## src/rtl/lcd_arb_pkg.sv

```systemverilog
// lcd_arb_pkg: shared types and init command table for the LCD write arbiter.
// States, init sequence length/commands and the requester port index type.
package lcd_arb_pkg;

    typedef enum logic [1:0] {
        WAIT_PWR,
        INIT_WR,
        IDLE,
        WRITE
    } state_t;

    localparam int INIT_LEN = 5;
    localparam int IDX_W    = $clog2(INIT_LEN);

    typedef logic [IDX_W-1:0] idx_t;
    typedef logic             port_t;

    // Element 0 is issued first: function set, display off, clear,
    // entry mode, display on.
    localparam logic [INIT_LEN-1:0][7:0] INIT_CMD = {
        8'h0C, 8'h06, 8'h01, 8'h08, 8'h38
    };

    function automatic logic [7:0] init_cmd(idx_t i);
        return (int'(i) < INIT_LEN) ? INIT_CMD[i] : 8'h00;
    endfunction

endpackage

```

## src/rtl/lcd_write_timer.sv

```systemverilog
// lcd_write_timer: one LCD write cycle of T_CYC clocks, E high for first half.
// start is held high for as long as back-to-back cycles should run.
module lcd_write_timer #(
    parameter int T_CYC = 100_000
) (
    input  logic CLK,
    input  logic RST_N,
    input  logic start,
    output logic lcd_e,
    output logic done
);

    localparam int            TW     = $clog2(T_CYC);
    localparam logic [TW-1:0] T_LAST = TW'(T_CYC - 1);
    localparam logic [TW-1:0] T_HALF = TW'(T_CYC / 2);

    logic [TW-1:0] t;

    assign done  = start && (t == T_LAST);
    assign lcd_e = start && (t < T_HALF);

    always_ff @(posedge CLK or negedge RST_N) begin
        if (!RST_N) begin
            t <= '0;
        end else if (!start || done) begin
            t <= '0;
        end else begin
            t <= t + 1'b1;
        end
    end

endmodule

```

## src/rtl/lcd_write_arbiter.sv

```systemverilog
// lcd_write_arbiter: LCD bus owner with power-up init and round-robin writers.
// Define LCD_ARB_LOCK_EN to let a port hold the bus across a burst via LOCKn.
module lcd_write_arbiter
    import lcd_arb_pkg::*;
#(
    parameter int T_INIT = 1_000_000,
    parameter int T_CYC  = 100_000
) (
    input  logic       CLK,
    input  logic       RST_N,
    input  logic       REQ0,
    input  logic       RS0,
    input  logic [7:0] DATA0,
    input  logic       LOCK0,
    output logic       GNT0,
    input  logic       REQ1,
    input  logic       RS1,
    input  logic [7:0] DATA1,
    input  logic       LOCK1,
    output logic       GNT1,
    output logic       BUSY,
    output logic       INIT_DONE,
    output logic       LCD_E,
    output logic       LCD_RS,
    output logic [7:0] LCD_DATA
);

    localparam int            PW       = $clog2(T_INIT + 1);
    localparam logic [PW-1:0] PWR_LAST = PW'(T_INIT - 1);
    localparam idx_t          IDX_LAST = idx_t'(INIT_LEN - 1);

    state_t        state, state_nx;
    logic [PW-1:0] pwr_cnt, pwr_nx;
    idx_t          idx, idx_nx;
    logic          init_done_nx;
    logic          rs_nx;
    logic [7:0]    data_nx;
    port_t         win, win_nx;
    port_t         last, last_nx;
    port_t         pick;
    logic          locked;
    logic          lock_act;
    logic          win_lock;
    logic          tmr_start;
    logic          done;

    assign tmr_start = (state == INIT_WR) || (state == WRITE);
    assign BUSY      = (state != IDLE);
    assign win_lock  = win ? LOCK1 : LOCK0;

    lcd_write_timer #(
        .T_CYC (T_CYC)
    ) u_timer (
        .CLK   (CLK),
        .RST_N (RST_N),
        .start (tmr_start),
        .lcd_e (LCD_E),
        .done  (done)
    );

`ifdef LCD_ARB_LOCK_EN
    // Lock is decided by the winner's LOCKn at the moment its write completes.
    always_ff @(posedge CLK or negedge RST_N) begin
        if (!RST_N) begin
            lock_act <= 1'b0;
        end else if (state == WRITE && done) begin
            lock_act <= win_lock;
        end
    end
`else
    logic unused_lock;
    assign unused_lock = win_lock;
    assign lock_act    = 1'b0;
`endif

    always_comb begin
        locked = lock_act && (win ? REQ1 : REQ0);
        pick   = win;
        unique case (1'b1)
            locked:                    pick = win;
            (REQ0 && REQ1 && !locked): pick = ~last;
            default:                   pick = REQ1;
        endcase
    end

    always_comb begin
        state_nx     = state;
        pwr_nx       = pwr_cnt;
        idx_nx       = idx;
        init_done_nx = INIT_DONE;
        rs_nx        = LCD_RS;
        data_nx      = LCD_DATA;
        win_nx       = win;
        last_nx      = last;
        GNT0         = 1'b0;
        GNT1         = 1'b0;
        unique case (state)
            WAIT_PWR: begin
                if (pwr_cnt == PWR_LAST) begin
                    state_nx = INIT_WR;
                    idx_nx   = '0;
                    rs_nx    = 1'b0;
                    data_nx  = init_cmd(idx_t'(0));
                end else begin
                    pwr_nx = pwr_cnt + 1'b1;
                end
            end
            INIT_WR: begin
                if (done) begin
                    if (idx == IDX_LAST) begin
                        state_nx     = IDLE;
                        init_done_nx = 1'b1;
                    end else begin
                        idx_nx  = idx + 1'b1;
                        data_nx = init_cmd(idx_nx);
                    end
                end
            end
            IDLE: begin
                if (REQ0 || REQ1) begin
                    state_nx = WRITE;
                    win_nx   = pick;
                    rs_nx    = pick ? RS1 : RS0;
                    data_nx  = pick ? DATA1 : DATA0;
                    // A locked grant leaves the fairness pointer alone.
                    if (!locked) begin
                        last_nx = pick;
                    end
                end
            end
            WRITE: begin
                if (done) begin
                    state_nx = IDLE;
                    GNT0     = !win;
                    GNT1     = win;
                end
            end
        endcase
    end

    always_ff @(posedge CLK or negedge RST_N) begin
        if (!RST_N) begin
            state     <= WAIT_PWR;
            pwr_cnt   <= '0;
            idx       <= '0;
            INIT_DONE <= 1'b0;
            LCD_RS    <= 1'b0;
            LCD_DATA  <= 8'h00;
            win       <= 1'b0;
            last      <= 1'b1;
        end else begin
            state     <= state_nx;
            pwr_cnt   <= pwr_nx;
            idx       <= idx_nx;
            INIT_DONE <= init_done_nx;
            LCD_RS    <= rs_nx;
            LCD_DATA  <= data_nx;
            win       <= win_nx;
            last      <= last_nx;
        end
    end

endmodule
```

## config.mk

```make
export PLATFORM = sky130hd
export DESIGN_NAME = lcd_write_arbiter
export DESIGN_NICKNAME = d
export VERILOG_FILES = /design/src/rtl/lcd_arb_pkg.sv /design/src/rtl/lcd_write_timer.sv /design/src/rtl/lcd_write_arbiter.sv
export SDC_FILE = /design/constraint.sdc
export NUM_CORES = 1
export LEC_CHECK = 0
export BUFFER_PORTS_ARGS = -buffer_cell sky130_fd_sc_hd__clkbuf_2
export CAP_MARGIN = 20
export CORE_AREA = 2 2 88 69
export DETAILED_ROUTE_END_ITERATION = 8
export DIE_AREA = 0 0 90 71
export MAX_ROUTING_LAYER = met4
export PLACE_DENSITY = 0.78
export SYNTH_ARGS = -nofsm -noshare
export SYNTH_HDL_FRONTEND = slang
export SYNTH_SLANG_ARGS = --single-unit
export TNS_END_PERCENT = 1
```

## constraint.sdc

```tcl
create_clock -name CLK -period 2.8 [get_ports CLK]
set_input_delay 0.7 -clock CLK [delete_from_list [all_inputs] [get_ports CLK]]
set_output_delay 0.7 -clock CLK [all_outputs]
set_load 0.02 [all_outputs]
```

==> out/qor.yml <==
outcome: "finished clean"
cts_root_buf: "clkbuf_8"
grt_pass1_vias: 2052
die_y_um: 71
cts.clk_slew.worst_paths_ns: 0.09
core_um2: 5590
post_drt_wl_per_cell_um: 13.3
hp-start: "pwr_cnt[19]$_DFFE_PN0P_"
path_delay_family: "compound AO/OA/AOI/OAI gates"
drv_cap: 0
placed_cell_area_um2: 3200
yosysTopAreaCellShare: 0.457
yosys.area_share.xor_xnor: 0.0995
reg2reg_slack_ns: 0.38
layout.nets: 362
tightest_slew_ns: 0.840
rr_endpoint: "LCD_DATA[0]$_DFFE_PN0P_"
worst_r2r_path_depth: 6
endpoint_kind: "output port"
critPathMaxFanout: 5
cp_slowest_cell: "dfrtp_1"
muxShareOfSynthArea: 0.0711
htree_levels: 2
ys_top_cells_by_area: "dfrtp_1 46%, xnor2_1 5.7%, ha_1 5.2%, mux2_2 5.0%, nor2_1 4.4%"
period_share: 0.968
synth.avg_cell_area_um2: 10.3
cpPeakStageDelay_ns: 0.44
synth_area_um2: 2910
synth_seq_cells: 54
yosysWarnings: 0
antenna_found_initial: 0
drt_first_pass_iters: 4
critPathKind: "flip-flop to output port"
area_delta_synth_final_pct: 14.0
final_util: 0.593
grt.overflow.total: 0
gp_congestion: 0.823
io-pin-count: 38
cts_buffer_depth: 2
finalHoldViolCount: 0
yosysMostFrequentCell: "dfrtp_1"
synth_fp_nets: 318
grt_setup_unrepaired: "false"
async_reset_ff_frac: 1.00
wl_um: 5380
synth_cell_types: 45
cts_buffers: 5
fin_worst_skew_ns: 0.00733
dr_total_vias: 2131
finalSetupTns_ns: 0
hold_end: "pwr_cnt[19]$_DFFE_PN0P_"
clk_latency_ns: 0.31
cp.depth: 4
synth_top_flop_cell: "dfrtp_1"
die_area_um2: 6390
io_buffer_count: 35
irDropWorstVdd_uv: 284
synth_simple_gate_area_frac: 0.209
synth-compound-area-share: 0.0797
drc: 0
start_util: 0.520
cts_tree: "yes"
holdBufCountCts: 0
fmax_mhz: 369
path_buf_inv: 1
worstHoldPathType: "flip-flop to flip-flop"
synth_top_family_by_area: "simple AND/OR/NAND/NOR gates"
fillers: 492
synthAdderAreaFrac: 0.0517
hold_path_depth: 1
synth_common_cells: "53 x dfrtp_1, 34 x nor2_1, 24 x nand2_1"
drt_iter0_drc: 103
n_antenna_cell: 0
grt.total_usage: 0.183
maxSlewViolCount: 0
grt_max_degree: 55
synth_edf_count: 0
grt_pass1_wl_um: 9230
period_needed_ns: 2.71
yosysSeqAreaShare: 0.466
dp_hpwl_um: 3960
netlist_instances: 282
worst_ep_required_time_ns: 2.10
drive_gt1_frac: 0.220
crit_chain: "or3_4 > a311o_1 > a211oi_1 > clkbuf_2"
die_w_um: 90
clock_sink_count: 54
drtAntennaViolNets: 0
power.density_nw_per_um2: 391
hold_slack_ns: 0.475
finalSetupViolCount: 0
rows: 24
arrival_ns: 2.01
synth_top_area_cell: "dfrtp_1"
leakage_nw: 1.51
startpoint_type: "flip-flop"
viasPerCell: 5.26
final_area_um2: 3310
relSlewSlack: 0.435
reg2reg_from: "pwr_cnt[13]$_DFFE_PN0P_"
[report_power, final]
part	switching, mW	internal [mW]
Combinational	0.0353	0.0273
Clock	0.245	0.200
Sequential	0.00243	0.784
[state kept, by name, indices dropped and copies added (netlist names)]
| name | count |
|---|---|
| LCD_DATA | 8 |
| idx | 3 |
| pwr_cnt | 20 |
| INIT_DONE | 1 |
| last | 1 |
| win | 1 |
| u_timer.t | 17 |
| LCD_RS | 1 |
| state | 2 |
[metal layers]
layer / vias up / wire length (um) / global-route usage
met1: 1029 / 2630 / 0.245
met3: 6 / 171 / 0.0362
met2: 27 / 2530 / 0.289
met4: 0 / 50 / 0.0462
met5: - / 0 / -
li1: 1069 / - / -
[placed cells by master, fill, tap and decap left out, types with 3 or more instances in the layout]
cell type  count
ha_1          12
nor2_1        34
buf_4          8
mux2_2        13
nand2b_1       4
nand2_1       24
and2_1         3
and3_1         8
o21ai_0        9
nor3_1         6
a31oi_1        3
inv_1         12
xnor2_1       19
clkbuf_8       6
nand4_1        6
mux2i_1        6
dfrtp_1       53
clkbuf_2      35
nand3_1       13
xor2_1        14
a21oi_1        5
[through the flow]
step / power, mW / cells / worst slack [ns]
6_report: 1.29 / 405 / 0.0885
2_1_floorplan: 0.825 / 282 / 0.349
5_1_grt: 1.35 / 405 / 0.0199
4_1_cts: 1.32 / 403 / 0.0351
3_5_place_dp: 0.866 / 395 / 0.368
3_3_place_gp: 0.865 / 395 / 0.408
[how the worst max path moves through the flow]
stage | from | end | slack (ns)
floorplan | u_timer.t[13]$_DFF_PN0_ | LCD_E | 0.35
global placement | u_timer.t[13]$_DFF_PN0_ | LCD_E | 0.41
detailed placement | pwr_cnt[7]$_DFFE_PN0P_ | LCD_DATA[1]$_DFFE_PN0P_ | 0.37
CTS | u_timer.t[13]$_DFF_PN0_ | LCD_E | 0.04
global route | u_timer.t[9]$_DFF_PN0_ | GNT0 | 0.02
finish | u_timer.t[13]$_DFF_PN0_ | LCD_E | 0.09
[repair_timing]
action	in CTS	in global routing
resized for setup	0	1
endpoints found under the setup margin	0	3
endpoints found under the hold margin	0	0
setup buffers	0	2
[layout make-up]
type	count	area [um2]	share of cell area
multi-input cells	210	1490	0.450
flip-flops and latches	54	1350	0.408
repair buffers	43	235	0.0710
well taps	78	97.6	0.0295
clock buffers	7	86.3	0.0261
inverters	12	45.0	0.0136
clock inverters	1	5.00	0.00151
[cells by family (layout without fill, tap and decap cells)]
kind of cell               Yosys count  after routing
muxes                               19             19
and+or+nand+nor                    113            113
buffers and inverters               18             63
DFF                                 54             54
AOI/OAI and AO/OA                   33             33
adders and majority gates           12             12
xor gates and xnor gates            33             33
Power figures use the tool's default switching activity.
